===== src/rtl/dht_roof_pkg.sv =====
// Shared definitions for the DHT11-driven roof controller: default thresholds,
// timing constants, sample widths and the FSM state encodings.
package dht_roof_pkg;

  localparam int unsigned SMP_W        = 8;
  localparam int unsigned AVG_LOG2_DEF = 2;

  localparam logic [7:0]  TEMP_OPEN_DEF  = 8'd20;
  localparam logic [7:0]  TEMP_CLOSE_DEF = 8'd15;
  localparam logic [7:0]  HUMI_OPEN_DEF  = 8'd70;
  localparam logic [7:0]  HUMI_CLOSE_DEF = 8'd85;

  localparam logic [31:0] STALE_CYC_DEF  = 32'd250_000_000;
  localparam logic [31:0] MOTOR_TO_DEF   = 32'd500_000_000;
  localparam logic [31:0] DEAD_CYC_DEF   = 32'd5_000_000;

  // Cycles spent in INIT before the limit switches are trusted
  localparam logic [31:0] INIT_CYC       = 32'd3;

  // Externally visible state code on o_state
  typedef enum logic [2:0] {
    ST_INIT    = 3'd0,
    ST_CLOSED  = 3'd1,
    ST_OPEN    = 3'd2,
    ST_OPENING = 3'd3,
    ST_CLOSING = 3'd4,
    ST_STOP    = 3'd5,
    ST_FAULT   = 3'd6
  } roof_state_e;

  // One-hot internal FSM state
  typedef enum logic [6:0] {
    FSM_INIT    = 7'b000_0001,
    FSM_CLOSED  = 7'b000_0010,
    FSM_OPEN    = 7'b000_0100,
    FSM_OPENING = 7'b000_1000,
    FSM_CLOSING = 7'b001_0000,
    FSM_STOP    = 7'b010_0000,
    FSM_FAULT   = 7'b100_0000
  } roof_fsm_e;

  // Map the one-hot state onto its external code
  function automatic roof_state_e state_code(input roof_fsm_e s);
    case (s)
      FSM_INIT:    state_code = ST_INIT;
      FSM_CLOSED:  state_code = ST_CLOSED;
      FSM_OPEN:    state_code = ST_OPEN;
      FSM_OPENING: state_code = ST_OPENING;
      FSM_CLOSING: state_code = ST_CLOSING;
      FSM_STOP:    state_code = ST_STOP;
      default:     state_code = ST_FAULT;
    endcase
  endfunction

endpackage


===== src/rtl/dht_avg_window.sv =====
// Sliding-window mean of one 8-bit sensor channel. A circular buffer holds the
// last 2**AVG_LOG2 samples and a running sum is kept as sum + new - oldest.
module dht_avg_window
  import dht_roof_pkg::*;
#(
  parameter int unsigned AVG_LOG2 = AVG_LOG2_DEF
) (
  input  logic             i_clk,
  input  logic             i_rst_n,
  input  logic             i_valid,
  input  logic [SMP_W-1:0] i_data,
  output logic [SMP_W-1:0] o_avg,
  output logic             o_full
);

  localparam int unsigned DEPTH = 1 << AVG_LOG2;
  localparam int unsigned SUM_W = SMP_W + AVG_LOG2;

  logic [SMP_W-1:0]    samp_q [DEPTH];
  logic [AVG_LOG2-1:0] wr_ptr;
  logic [SUM_W-1:0]    sum_q;
  logic [SUM_W-1:0]    sum_nxt;

  // Slot at wr_ptr is the oldest sample; it is replaced by the new one
  always_comb begin
    sum_nxt = sum_q + SUM_W'(i_data) - SUM_W'(samp_q[wr_ptr]);
  end

  // Buffer, running sum and registered mean update on each strobe
  always_ff @(posedge i_clk or negedge i_rst_n) begin
    if (!i_rst_n) begin
      for (int unsigned i = 0; i < DEPTH; i++) samp_q[i] <= '0;
      wr_ptr <= '0;
      sum_q  <= '0;
      o_avg  <= '0;
      o_full <= 1'b0;
    end else if (i_valid) begin
      samp_q[wr_ptr] <= i_data;
      wr_ptr         <= wr_ptr + AVG_LOG2'(1);
      sum_q          <= sum_nxt;
      o_avg          <= SMP_W'(sum_nxt >> AVG_LOG2);
      if (&wr_ptr) o_full <= 1'b1;
    end
  end

endmodule


===== src/rtl/dht_roof_ctrl.sv =====
// Roof controller: averages DHT11 readings, decides open/close with hysteresis
// and drives the roof motor through a limit-switch-guarded FSM with a reversal
// dead time, stale-data fail-safe and motion timeout fault.
module dht_roof_ctrl
  import dht_roof_pkg::*;
#(
  parameter int unsigned AVG_LOG2   = AVG_LOG2_DEF,
  parameter logic [7:0]  TEMP_OPEN  = TEMP_OPEN_DEF,
  parameter logic [7:0]  TEMP_CLOSE = TEMP_CLOSE_DEF,
  parameter logic [7:0]  HUMI_OPEN  = HUMI_OPEN_DEF,
  parameter logic [7:0]  HUMI_CLOSE = HUMI_CLOSE_DEF,
  parameter logic [31:0] STALE_CYC  = STALE_CYC_DEF,
  parameter logic [31:0] MOTOR_TO   = MOTOR_TO_DEF,
  parameter logic [31:0] DEAD_CYC   = DEAD_CYC_DEF
) (
  input  logic       i_clk,
  input  logic       i_rst_n,
  input  logic [7:0] i_temp,
  input  logic [7:0] i_humi,
  input  logic       i_valid,
  input  logic       i_lim_open,
  input  logic       i_lim_closed,
  output logic       o_motor_open,
  output logic       o_motor_close,
  output logic [7:0] o_avg_temp,
  output logic [7:0] o_avg_humi,
  output logic       o_avg_valid,
  output logic       o_stale,
  output logic       o_fault,
  output logic [2:0] o_state
);

  logic        lim_open_m, lim_open_s;
  logic        lim_closed_m, lim_closed_s;
  logic        temp_full, humi_full;
  logic [31:0] stale_cnt;
  logic        want_close, want_open;
  roof_fsm_e   state, nxt;
  logic [31:0] tmr;

  // Two-flop synchronisers for the asynchronous limit switches
  always_ff @(posedge i_clk or negedge i_rst_n) begin
    if (!i_rst_n) begin
      lim_open_m   <= 1'b0;
      lim_open_s   <= 1'b0;
      lim_closed_m <= 1'b0;
      lim_closed_s <= 1'b0;
    end else begin
      lim_open_m   <= i_lim_open;
      lim_open_s   <= lim_open_m;
      lim_closed_m <= i_lim_closed;
      lim_closed_s <= lim_closed_m;
    end
  end

  dht_avg_window #(.AVG_LOG2(AVG_LOG2)) u_temp_win (
    .i_clk   (i_clk),
    .i_rst_n (i_rst_n),
    .i_valid (i_valid),
    .i_data  (i_temp),
    .o_avg   (o_avg_temp),
    .o_full  (temp_full)
  );

  dht_avg_window #(.AVG_LOG2(AVG_LOG2)) u_humi_win (
    .i_clk   (i_clk),
    .i_rst_n (i_rst_n),
    .i_valid (i_valid),
    .i_data  (i_humi),
    .o_avg   (o_avg_humi),
    .o_full  (humi_full)
  );

  // Both channels fill on the same strobes; the AND keeps them tied together
  assign o_avg_valid = temp_full & humi_full;

  // Cycles since the last reading, saturating at the stale limit
  always_ff @(posedge i_clk or negedge i_rst_n) begin
    if (!i_rst_n)                   stale_cnt <= '0;
    else if (i_valid)               stale_cnt <= '0;
    else if (stale_cnt != STALE_CYC) stale_cnt <= stale_cnt + 32'd1;
  end

  assign o_stale = (stale_cnt == STALE_CYC);

  // Open/close requests with hysteresis; closing always wins
  always_comb begin
    want_close = o_stale |
                 (o_avg_valid & ((o_avg_humi >= HUMI_CLOSE) | (o_avg_temp <= TEMP_CLOSE)));
    want_open  = ~want_close & o_avg_valid &
                 (o_avg_humi <= HUMI_OPEN) & (o_avg_temp >= TEMP_OPEN);
  end

  // Next-state selection; contradictory limit switches override everything after INIT
  always_comb begin
    nxt = state;
    case (state)
      FSM_INIT: begin
        if (tmr == INIT_CYC - 32'd1) begin
          if (lim_closed_s)    nxt = FSM_CLOSED;
          else if (lim_open_s) nxt = FSM_OPEN;
          else                 nxt = FSM_CLOSING;
        end
      end
      FSM_CLOSED:  if (want_open)  nxt = FSM_OPENING;
      FSM_OPEN:    if (want_close) nxt = FSM_CLOSING;
      FSM_OPENING: begin
        if (lim_open_s)                    nxt = FSM_OPEN;
        else if (want_close)               nxt = FSM_STOP;
        else if (tmr == MOTOR_TO - 32'd1)  nxt = FSM_FAULT;
      end
      FSM_CLOSING: begin
        if (lim_closed_s)                  nxt = FSM_CLOSED;
        else if (tmr == MOTOR_TO - 32'd1)  nxt = FSM_FAULT;
      end
      FSM_STOP:    if (tmr == DEAD_CYC - 32'd1) nxt = FSM_CLOSING;
      FSM_FAULT:   nxt = FSM_FAULT;
      default:     nxt = FSM_FAULT;
    endcase
    if ((state != FSM_INIT) && (state != FSM_FAULT) && lim_open_s && lim_closed_s)
      nxt = FSM_FAULT;
  end

  // State, motion timer and registered outputs all derive from the next state
  always_ff @(posedge i_clk or negedge i_rst_n) begin
    if (!i_rst_n) begin
      state         <= FSM_INIT;
      tmr           <= '0;
      o_motor_open  <= 1'b0;
      o_motor_close <= 1'b0;
      o_fault       <= 1'b0;
      o_state       <= ST_INIT;
    end else begin
      state <= nxt;
      if (nxt != state)  tmr <= '0;
      else if (tmr != '1) tmr <= tmr + 32'd1;
      o_motor_open  <= (nxt == FSM_OPENING);
      o_motor_close <= (nxt == FSM_CLOSING);
      o_fault       <= (nxt == FSM_FAULT);
      o_state       <= state_code(nxt);
    end
  end

endmodule


===== config.mk =====
export PLATFORM = sky130hd
export DESIGN_NAME = dht_roof_ctrl
export DESIGN_NICKNAME = d
export VERILOG_FILES = /design/src/rtl/dht_roof_pkg.sv /design/src/rtl/dht_avg_window.sv /design/src/rtl/dht_roof_ctrl.sv
export SDC_FILE = /design/constraint.sdc
export NUM_CORES = 1
export LEC_CHECK = 0
export ABC_AREA = 1
export CAP_MARGIN = 20
export CELL_PAD_IN_SITES_DETAIL_PLACEMENT = 1
export CELL_PAD_IN_SITES_GLOBAL_PLACEMENT = 1
export CORE_MARGIN = 2
export CORE_UTILIZATION = 30
export CTS_BUF_LIST = sky130_fd_sc_hd__clkbuf_2 sky130_fd_sc_hd__clkbuf_4 sky130_fd_sc_hd__clkbuf_8
export DETAILED_ROUTE_END_ITERATION = 16
export PLACE_DENSITY = 0.68
export SLEW_MARGIN = 20
export SYNTH_ARGS = -nofsm -noshare
export SYNTH_HDL_FRONTEND = slang
export SYNTH_SLANG_ARGS = --single-unit

===== constraint.sdc =====
create_clock -name i_clk -period 3 [get_ports i_clk]
set_input_delay 0.6 -clock i_clk [delete_from_list [all_inputs] [get_ports i_clk]]
set_output_delay 0.6 -clock i_clk [all_outputs]
set_load 0.03 [all_outputs]

==> qor.yml <==
outcome: "completed"
start_kind: "register"
rsz0062_at_grt: "yes"
via_per_inst: 4.751
drc: 0
gp_congestion: 0.8352
max_freq_ghz: 0.3451
grt_overflow: 0
final_cells: 1867
synth.area.top_cells: "dfrtp_1 42%, nand2_1 10%, o21ai_0 7.0%"
critPathSlowestCell: "dfrtp_1"
synth_cell_types: 42
cts_root_buf: "clkbuf_8"
fin_area_mm2: 0.01216
synth.cell_area_mm2: 0.01022
path_buf_inv: 6
grt_max_degree: 58
finalHoldViolations: 0
clk_latency_ps: 500
holdWs_ps: 87.50
drtIter0Drc: 352
async_reset_ff_share_pct: 100.0
cts_sinks: 171
tns_ps: 0
diodes: 0
utilization_pct: 36.28
cp_cell_sequence: "buf_8 > buf_12 > nor2_1 > o22ai_2 > ha_1 > inv_2 > ha_4 > inv_2 > fa_2 > inv_2 > nand3_2 > nand2_2 > nand2_2 > nand2_2 > a21oi_2 > inv_1 > a21oi_2 > nor2_1 > nor2_1 > xor2_1 > o21ai_1"
power.internal_mw: 7.489
ys_warn_count: 0
synth_cells: 1334
wl_per_cell_um: 15.28
post-place-ws_ps: -397.3
yosys.cell_count.top_type: "nand2_1"
hold_buffers: 0
power_density_mw_per_mm2: 1083
antenna_found_initial: 0
synthFlopType: "dfrtp_1"
ys_top_cells_by_count: "275 x nand2_1, 190 x inv_1, 170 x dfrtp_1"
dp_cells: 1826
syn_to_final_growth_pct: 19.07
end_kind: "register"
coreArea_mm2: 0.03353
finClkSkew_ps: 17.13
pwr-share-clk_pct: 14.4
leakagePower_nw: 5.619
dieWidth_um: 188.5
report.final.slew_viol_count: 0
clkTransAtPathRegs_ps: 110
die_area_mm2: 0.03555
routed_wl_um: 28540
relSlewSlack_pct: 54.56
arrival_ps: 3280
top_level_ports: 45
total_power_mw: 13.17
cts_tree: "done"
cts_made_buffers: 17
placementRows: 67
place_hpwl_um: 21040
maxCapViolCount: 0
tightest_slew_ps: 675.4
fin_ws_ps: 102.4
port_buffers: 44
postPlaceCellArea_mm2: 0.01134
switching_share_pct: 43.13
clockBufferDepth: 2
grt_pass1_wl_um: 48450
slowest_delay_ps: 450
cts_max_level: 4
grt_pass1_vias: 9507
die_h_um: 188.5
initial_core_util_pct: 30.47
worst-path-max-fanout: 8
power_frac_seq_pct: 25.2
drtAntennaViolNets: 0
yosysTopAreaCell: "dfrtp_1"
synth.avg_cell_area_um2: 7.658
synth_edf_count: 0
setup_violations: 0
num_vias: 8871
p_switching_mw: 5.679
layout-drive-gt1-share_pct: 15.08
synth_fp_nets: 1406
min_period_ps: 2898
peakVddDrop_uv: 912.9
ys_ff_latch: 171
hp-class: "in2async"
fin_nets: 1478
yosysSeqAreaShare_pct: 41.90
min_period_over_period_pct: 96.59
synth_top_cell_area_share_pct: 41.64
comb_power_share_pct: 60.4
criticalPathCategory: "reg2reg"
grt_use_total_pct: 16.94
cp_data_required_time_ps: 3380
drtPass1Iterations: 4
path_delay_family: "adder cells"
nFillCells: 4140
## cell families (layout without fill, tap and decap cells)
group / Yosys count / after routing / synth area share [%]
buf+inv: 245 / 330 / 9.982
simple gates: 607 / 607 / 25.89
flops: 171 / 171 / 41.90
fa+ha+maj: 51 / 51 / 7.422
xor+xnor: 37 / 37 / 3.172
compound gates: 223 / 223 / 11.64
## routing by layer
| metal | GRT usage (%) | part of all wire, % |
|---|---|---|
| met2 | 28.07 | 48 |
| met5 | 0 | 0 |
| met3 | 2.328 | 2.2 |
| met4 | 5.379 | 1.8 |
| met1 | 22.90 | 48 |
## worst reg2reg max path, delay by kind of cell (launching register included)
family / cells / cell delay [ps]
DFF: 1 / 450
adders and majority gates: 3 / 830
AOI/OAI and AO/OA: 4 / 280
xor gates and xnor gates: 1 / 150
and+or+nand+nor: 7 / 570
buffers and inverters: 6 / 540
## worst paths after layout
kind / start / slack [ps] / cells past startpoint / endpoint
max in group asynchronous: i_rst_n / 2160 / 2 / stale_cnt[0]$_DFFE_PN0P_
max reg2reg: u_temp_win.wr_ptr[0]$_DFFE_PN0P_ / 100 / 21 / u_temp_win.sum_q[8]$_DFFE_PN0P_
min in group i_clk: lim_open_m$_DFF_PN0_ / 360 / 0 / lim_open_s$_DFF_PN0_
min reg2reg: lim_open_m$_DFF_PN0_ / 360 / 0 / lim_open_s$_DFF_PN0_
min: i_rst_n / 90 / 1 / u_temp_win.sum_q[8]$_DFFE_PN0P_
max: u_temp_win.wr_ptr[0]$_DFFE_PN0P_ / 100 / 21 / u_temp_win.sum_q[8]$_DFFE_PN0P_
## power groups by stage
stage                     clock [mW]  sequential (mW)  combinational (mW)
final                           1.90             3.31                7.95
after global routing            2.07             3.38                9.05
after CTS                       1.99             3.29                6.68
after detailed placement           0             3.32                6.58
after global placement             0             3.31                6.36
after floorplan                    0             3.19                4.42
## layout by cell type, fill, tap and decap left out, drive strengths merged, types with 4 or more instances in the layout
cell / netlist / routed
nand3: 54 / 54
o22ai: 20 / 20
xor2: 33 / 33
o21ai: 145 / 145
inv: 195 / 203
nor2: 195 / 195
clkdlybuf4s50: 0 / 41
xnor2: 4 / 4
nor3: 33 / 33
ha: 35 / 35
bufinv: 0 / 4
nand4: 28 / 28
dfrtp: 170 / 170
buf: 29 / 59
clkbuf: 19 / 18
nand2: 284 / 284
nor4: 9 / 9
a21oi: 45 / 45
fa: 16 / 16
## layout make-up
cell class / instances / area [µm²] / share of cell area (%)
tap: 448 / 560.5 / 4.608
multi-input combinational: 918 / 5199 / 42.74
clock buffer: 17 / 234.0 / 1.923
clock inverter: 15 / 210.2 / 1.728
timing repair buffer: 101 / 940.9 / 7.735
sequential: 171 / 4280 / 35.19
inverter: 197 / 739.5 / 6.079
## registers in the layout (all words and copies together), names as in the netlist
signal	cells
lim_closed_m	1
lim_closed_s	1
lim_open_m	1
lim_open_s	1
o_fault	1
o_motor_close	1
o_motor_open	1
o_state	3
stale_cnt	32
state	7
tmr	32
u_humi_win.o_full	1
u_humi_win.samp_q	32
u_humi_win.sum_q	10
u_humi_win.wr_ptr	2
u_temp_win.o_full	1
u_temp_win.samp_q	32
u_temp_win.sum_q	10
u_temp_win.wr_ptr	2
## what timing repair did
action,CTS,global route
setup endpoints to repair,5,9
resized for setup,4,90
pin swaps,0,29
setup buffers,0,9
Power figures use the tool's default switching activity.
